<file path="src/rtl/dma_mem_arbiter.sv">
// -----------------------------------------------------------------------------
// dma_mem_arbiter
//
// Arbitrates a single-port memory between a CPU (single-beat accesses) and a
// DMA engine (multi-beat lines). In IDLE the CPU has priority unless the DMA
// has been refused DMA_MAX_WAIT times in a row. A DMA beat without dma_last
// locks the memory to the DMA until the line ends or BURST_LEN beats have
// been moved. Hitting BURST_LEN without dma_last sets the sticky burst_err
// flag and releases the lock.
//
// Ports:
//   clk, rst_n                      clock, asynchronous active-low reset
//   cpu_req/we/addr/wdata           CPU single-beat request
//   cpu_gnt, cpu_rvalid, cpu_rdata  CPU grant and read return
//   dma_req/we/addr/wdata/last      DMA beat request, last beat of a line
//   dma_gnt, dma_rvalid, dma_rdata  DMA grant and read return
//   mem_en/we/addr/wdata, mem_rdata shared memory port (1-cycle read latency)
//   burst_err                       sticky: a burst was forcibly terminated
// -----------------------------------------------------------------------------
module dma_mem_arbiter #(
  parameter int ADDR_WIDTH   = 32,
  parameter int DATA_WIDTH   = 32,
  parameter int BURST_LEN    = 16,
  parameter int DMA_MAX_WAIT = 8
) (
  input  logic                  clk,
  input  logic                  rst_n,

  input  logic                  cpu_req,
  input  logic                  cpu_we,
  input  logic [ADDR_WIDTH-1:0] cpu_addr,
  input  logic [DATA_WIDTH-1:0] cpu_wdata,
  output logic                  cpu_gnt,
  output logic                  cpu_rvalid,
  output logic [DATA_WIDTH-1:0] cpu_rdata,

  input  logic                  dma_req,
  input  logic                  dma_we,
  input  logic [ADDR_WIDTH-1:0] dma_addr,
  input  logic [DATA_WIDTH-1:0] dma_wdata,
  input  logic                  dma_last,
  output logic                  dma_gnt,
  output logic                  dma_rvalid,
  output logic [DATA_WIDTH-1:0] dma_rdata,

  output logic                  mem_en,
  output logic                  mem_we,
  output logic [ADDR_WIDTH-1:0] mem_addr,
  output logic [DATA_WIDTH-1:0] mem_wdata,
  input  logic [DATA_WIDTH-1:0] mem_rdata,

  output logic                  burst_err
);

  localparam int BW = $clog2(BURST_LEN) + 1;
  localparam int WW = $clog2(DMA_MAX_WAIT) + 1;

  localparam logic [BW-1:0] BEAT_ONE  = BW'(1);
  localparam logic [BW-1:0] BEAT_MAX  = BW'(BURST_LEN);
  localparam logic [WW-1:0] WAIT_ONE  = WW'(1);
  localparam logic [WW-1:0] WAIT_MAX  = WW'(DMA_MAX_WAIT);

  typedef enum logic {
    ST_IDLE     = 1'b0,
    ST_DMA_LOCK = 1'b1
  } state_t;

  state_t          state, state_nxt;
  logic [BW-1:0]   beat_cnt, beat_cnt_nxt, beat_cnt_inc;
  logic [WW-1:0]   wait_cnt, wait_cnt_nxt;
  logic            burst_err_nxt;
  logic            cpu_beat, dma_beat;

  // ---------------------------------------------------------------------------
  // Grants: purely combinational from state, counters and live requests.
  // ---------------------------------------------------------------------------
  // NOTE: every output of an always_comb gets a default first so that no path
  // leaves it unassigned; otherwise synthesis infers a latch.
  always_comb begin
    cpu_gnt = 1'b0;
    dma_gnt = 1'b0;
    unique case (state)
      ST_IDLE: begin
        // CPU wins unless the DMA has been starved long enough.
        if (cpu_req && (wait_cnt < WAIT_MAX)) begin
          cpu_gnt = 1'b1;
        end else if (dma_req) begin
          dma_gnt = 1'b1;
        end
      end
      ST_DMA_LOCK: begin
        // Lock holds even while dma_req is low; the CPU stays locked out.
        dma_gnt = dma_req;
      end
      default: ;
    endcase
  end

  assign cpu_beat = cpu_req & cpu_gnt;
  assign dma_beat = dma_req & dma_gnt;

  // ---------------------------------------------------------------------------
  // Memory port mux; all command fields are forced to zero when idle.
  // ---------------------------------------------------------------------------
  always_comb begin
    mem_en    = cpu_beat | dma_beat;
    mem_we    = 1'b0;
    mem_addr  = '0;
    mem_wdata = '0;
    if (cpu_beat) begin
      mem_we    = cpu_we;
      mem_addr  = cpu_addr;
      mem_wdata = cpu_wdata;
    end else if (dma_beat) begin
      mem_we    = dma_we;
      mem_addr  = dma_addr;
      mem_wdata = dma_wdata;
    end
  end

  // Read data is shared; the per-requester rvalid says whose it is.
  assign cpu_rdata = mem_rdata;
  assign dma_rdata = mem_rdata;

  // ---------------------------------------------------------------------------
  // Next-state, counters and error flag.
  // ---------------------------------------------------------------------------
  assign beat_cnt_inc = beat_cnt + BEAT_ONE;

  always_comb begin
    state_nxt     = state;
    beat_cnt_nxt  = beat_cnt;
    wait_cnt_nxt  = wait_cnt;
    burst_err_nxt = burst_err;

    // Starvation counter: only moves while the DMA is asking and refused.
    if (dma_beat) begin
      wait_cnt_nxt = '0;
    end else if (dma_req && !dma_gnt && (wait_cnt < WAIT_MAX)) begin
      wait_cnt_nxt = wait_cnt + WAIT_ONE;
    end

    unique case (state)
      ST_IDLE: begin
        // A single-beat line (dma_last on the first beat) never locks.
        if (dma_beat && !dma_last) begin
          state_nxt    = ST_DMA_LOCK;
          beat_cnt_nxt = BEAT_ONE;
        end
      end
      ST_DMA_LOCK: begin
        if (dma_beat) begin
          if (dma_last) begin
            state_nxt    = ST_IDLE;
            beat_cnt_nxt = '0;
          end else if (beat_cnt_inc == BEAT_MAX) begin
            // Runaway line: cut it off and flag it.
            state_nxt     = ST_IDLE;
            beat_cnt_nxt  = '0;
            burst_err_nxt = 1'b1;
          end else begin
            beat_cnt_nxt = beat_cnt_inc;
          end
        end
      end
      default: begin
        state_nxt    = ST_IDLE;
        beat_cnt_nxt = '0;
      end
    endcase
  end

  // NOTE: sequential state uses non-blocking assignments so every register
  // samples pre-edge values regardless of statement order.
  always_ff @(posedge clk or negedge rst_n) begin
    if (!rst_n) begin
      state      <= ST_IDLE;
      beat_cnt   <= '0;
      wait_cnt   <= '0;
      burst_err  <= 1'b0;
      cpu_rvalid <= 1'b0;
      dma_rvalid <= 1'b0;
    end else begin
      state      <= state_nxt;
      beat_cnt   <= beat_cnt_nxt;
      wait_cnt   <= wait_cnt_nxt;
      burst_err  <= burst_err_nxt;
      cpu_rvalid <= cpu_beat & ~cpu_we;
      dma_rvalid <= dma_beat & ~dma_we;
    end
  end

endmodule

</file>
<file path="config.mk">
export PLATFORM = sky130hd
export DESIGN_NAME = dma_mem_arbiter
export DESIGN_NICKNAME = d
export VERILOG_FILES = /design/src/rtl/dma_mem_arbiter.sv
export SDC_FILE = /design/constraint.sdc
export NUM_CORES = 1
export LEC_CHECK = 0
export ABC_AREA = 1
export CAP_MARGIN = 20
export CORE_AREA = 2 2 116 118
export CTS_BUF_LIST = sky130_fd_sc_hd__clkbuf_4 sky130_fd_sc_hd__clkbuf_8 sky130_fd_sc_hd__clkbuf_16
export CTS_CLUSTER_DIAMETER = 60
export CTS_CLUSTER_SIZE = 12
export DETAILED_ROUTE_END_ITERATION = 7
export DIE_AREA = 0 0 118 120
export PLACE_DENSITY = 0.56
export RECOVER_POWER = 100
export SYNTH_ARGS = -nofsm -noshare
export SYNTH_HDL_FRONTEND = slang
export SYNTH_SLANG_ARGS = --single-unit
</file>
<file path="constraint.sdc">
create_clock -name clk -period 1.5 [get_ports clk]
set_input_delay 0.3 -clock clk [delete_from_list [all_inputs] [get_ports clk]]
set_output_delay 0.3 -clock clk [all_outputs]
set_load 0.01 [all_outputs]
</file>
# Word level (Yosys, flattened, before mapping)
# Cells that the tools add are included.
[totals]
ff_bits = 13
in_bits = 167
output_inout_bits = 135
wordCells = 53
[op_classes]
add_sub_neg = 2
n_lt_le_gt_ge = 1
n_eq_ne = 3
n_mux = 23
n_bitwise = 9
reduce_logical = 9
[op_table]
columns = ["op", "count"]
rows = [
  ["$mux 32", 4],
  ["$mux 5", 4],
  ["$mux 1", 10],
  ["$pmux 5 s2", 1],
  ["$mux 4", 2],
  ["$add 5x1->5 const B", 1],
  ["$eq 5x5->1 const B", 1],
  ["$add 4x1->4 const B", 1],
  ["$and 1x1->1", 4],
  ["$logic_and 1x1->1", 4],
  ["$lt 4x4->1 const B", 1],
  ["$not 1->1", 4],
  ["$pmux 1 s2", 2],
  ["$reduce_and 4->1", 1],
  ["$logic_not 1->1", 2],
  ["$ne 2x1->1 const B", 1],
  ["$ne 2x2->1 const B", 1],
  ["$reduce_and 2->1", 1],
  ["$reduce_bool 2->1", 1],
  ["$or 1x1->1", 1],
]

# Logic depth before layout (Yosys ltp)
[depth]
ltp_word = 9
ltp_mapped = 8
mapped_depth_nobuf = 7

# Least setup slack after synthesis
# Ideal clock, no wire load.
[synth_timing]
path_type = "reg-to-output"
start = "reg state"
end = "out mem_addr[0]"
t_arrival_ns = 1.061
setup_slack_ns = 0.139
path_stages_with_launch = 8
path_buffers = 2
cell_sequence = "dfrtp_1 -> inv_2 -> nand3_4 -> inv_2 -> buf_4 -> buf_4 -> nand2_1 -> nand2_1"
[synth_between]
elab_chain_cells = 5
elab_cells_between_ends = 7
classes_between = "mux: 4; bitwise: 3"
[synth_rtl]
columns = ["item", "line_no", "text"]
rows = [
  ["start: declaration", "68", "state_t state, state_nxt;"],
  ["start signal: assignment", "184", "state <= state_nxt;"],
  ["$not 1->1", "--", ""],
  ["$pmux 1 s2", "82", "unique case (state)"],
  ["$and 1x1->1", "100", "assign dma_beat = dma_req & dma_gnt;"],
  ["$mux 32", "114", "end else if (dma_beat) begin"],
  ["$mux 32 *", "110", "if (cpu_beat) begin"],
  ["end: declaration", "48", "output logic [ADDR_WIDTH-1:0] mem_addr,"],
]
# Every way passes the cells marked *; elsewhere a longest branch is shown, timed or not.

# Worst setup path in the final report
[layout_timing]
start = "reg state"
end = "out mem_we"
[layout_between]
elab_chain_cells = 5
elab_cells_between_ends = 7
classes_between = "mux: 4; bitwise: 3"
[layout_rtl]
columns = ["item", "line_no", "text"]
rows = [
  ["$not 1->1", "--", ""],
  ["$pmux 1 s2", "82", ""],
  ["$and 1x1->1", "100", ""],
  ["$mux 1", "114", ""],
  ["$mux 1 *", "110", ""],
  ["end: declaration", "47", "output logic mem_we,"],
]
# Marked as above.

==> impl_metrics.ini <==
[status]
status = finished with violations
violations = setup timing

[route]
post_drt_wl_per_cell_um = 14.1
routed_wl_mm = 9.86
drc_errors = 0
ant_nets = 0
vias_per_cell = 4.01
firstDrtPassIters = 4
drt_iter0_markers = 78
vias = 2803

[pwr]
ir_worst_vdd_v = 0.000440
power_density_mw_per_mm2 = 728
p_leak_nw = 2.15

[timing]
fin_crit_ps = 1810
finalClockSkew_ps = 1.39
tightest_slew_ps = 745
period_share_pct = 120
drv_slew = 0
hold_viol_final = 0
fmax_mhz = 554
setup_tns_ps = -16030
postLayoutSetupSlackWorst_ps = -306
slew-limit-headroom_pct = 50.4
rsz0062_at_grt = yes
setup_violations = 68

[synthesis]
synthesis.nets = 528
synth_cells = 359
synth_area_leader_cell = nand2_1
synth_seq_cells = 13
synthTopCellsByCount = nand2_1, buf_4, dfrtp_1
synth_edf_count = 0
synth_warnings = 0
synth_cell_types = 19
yosys-top-cells-area = nand2_1, buf_4, dfrtp_1
synth_top_area_share_pct = 40.9
synth.most_common_cell = nand2_1
ys.flop_type = dfrtp_1
async_flop_share_pct = 100
syn_avg_cell_area_um2 = 5.60
seq_area_frac_synth_pct = 16.2
syn_area_mm2 = 0.00201

[grt]
antenna_found_initial = 0
grtUsageMet3_pct = 5.75
track_usage_pct = 13.0
grt_pass1_wl_mm = 14.7
overflow = 0
use_met1_pct = 14.4
met2_usage_pct = 22.5
grt_busiest_layer = met2
grt_max_degree = 18
grt_pass1_vias = 2799

[placed_design]
pre_cts_ws_ps = -776
numPlacedInstances = 671
hpwl_mm = 6.78
gp_congestion = 0.731
port_buffers = 205
placed_area_mm2 = 0.00381

[finish]
synthToLayoutAreaGrowth_pct = 108
drive_gt1_share_pct = 31.2
diodes = 0
final_nets = 693
postLayoutCoreUtil_pct = 32.2
final_area_mm2 = 0.00418
stdcell_count = 699

[floorplan]
ios = 302
rows = 42
core_mm2 = 0.0130
chipWidth_um = 118
die_h_um = 120
dieArea_mm2 = 0.0142
start_util_pct = 15.5

[critical_path]
end_kind = output pin
slowest_stage = dfrtp_1
path_common_cell = buf_4
cp-start-kind = register
crit_path_max_incr_delay_ps = 380
critPathRequiredTime_ps = 1200
critPathTopFamily = buffers and inverters
cp_max_fo = 3
crit_chain = inv_2, nand3_4, buf_4, buf_4, buf_4, nor2_4, a21oi_2, buf_2
cp_num_buf_inv = 5
worstPathArrival_ps = 1510
worstSetupPathType = register to output pin

[clock_network]
clockBufferDepth = 2
numCtsBuffers = 3
cts_root_buf = clkbuf_16
cts_tree = done
cts_sinks = 13
insertion_delay_ps = 240
clk_pin_slew_ps = 50
h-tree-depth = 1

[min_path]
min_path_type = register to register

[flow_run]
drv_cap = 0
cell type report:
class,instances,area (µm²)
clock buffers,4,82.6
repair buffers,240,2290
well taps,176,220
fillers,1420,8800
inverters,12,57.6
multi-input cells,254,1200
flip-flops and latches,13,325
path summary, 6_finish.rpt:
path                            from          end  slack (ps)  depth (start not counted)
min in group asynchronous      rst_n    burst_err         630                          2
setup reg to reg               state        state         170                          9
hold reg to reg            burst_err    burst_err         460                          2
max in group asynchronous      rst_n  wait_cnt[3]         400                          2
hold / removal             burst_err    burst_err         460                          2
setup / recovery               state       mem_we        -310                          8
metrics by stage:
step           total power, mW  hold WS [ps]
2_1_floorplan             1.36          4.41
3_3_place_gp              2.23           451
3_5_place_dp              2.25           466
4_1_cts                   3.00           373
5_1_grt                   3.25           524
6_report                  3.04           464
power breakdown:
| part | leakage, nW | switching (mW) | internal (mW) |
|---|---|---|---|
| Clock | 0.0416 | 0.153 | 0.377 |
| Combinational | 1.94 | 0.931 | 1.11 |
| Sequential | 0.168 | 0.0626 | 0.411 |
| Total | 2.15 | 1.15 | 1.89 |
per-layer routing:
metal  up-vias  wire length, µm
li1       1355                -
met1      1224             3800
met2       196             4640
met3        28             1170
met4         0              248
met5         -                0
sequential cells by signal (all words and copies together) (netlist names):
signal / count
beat_cnt: 5
wait_cnt: 4
burst_err: 1
cpu_rvalid: 1
dma_rvalid: 1
state: 1
timing repair:
action                                  in CTS  in global routing
setup buffers                               12                  4
endpoints found under the setup margin      68                 68
resized for setup                          339                 25
gates cloned                                 8                  0
hold buffers                                 0                  0
pin swaps                                   10                 12
tightest hold or removal path, delay by kind of cell (launching register included):
family / cells / cell delay, ps
AND/OR/NAND/NOR: 1 / 50
flip-flops: 1 / 340
buffers and inverters: 1 / 40
logic make-up after synthesis:
logic type      synth area share [%]
simple gates                    48.1
buf+inv                         32.2
flops                           16.2
compound gates                  1.87
fa+ha+maj                       1.24
xor+xnor                       0.436
cells in the final DEF, fill, tap and decap left out:
cell	n
a21oi_1	3
a21oi_2	1
buf_12	6
buf_16	8
buf_2	60
buf_4	12
buf_6	14
buf_8	2
clkbuf_1	1
clkbuf_16	3
clkbuf_4	1
clkdlybuf4s50_1	134
dfrtp_1	13
dlygate4sd2_1	2
dlygate4sd3_1	1
ha_1	2
inv_1	8
inv_2	2
inv_6	1
inv_8	1
nand2_1	171
nand2_2	42
nand2_4	7
nand3_1	10
nand3_4	1
nand4_1	6
nor2_1	5
nor2_4	1
o21ai_0	2
o31ai_1	1
or2_2	1
xnor2_1	1
No activity file was read; power rests on OpenSTA's default activity.
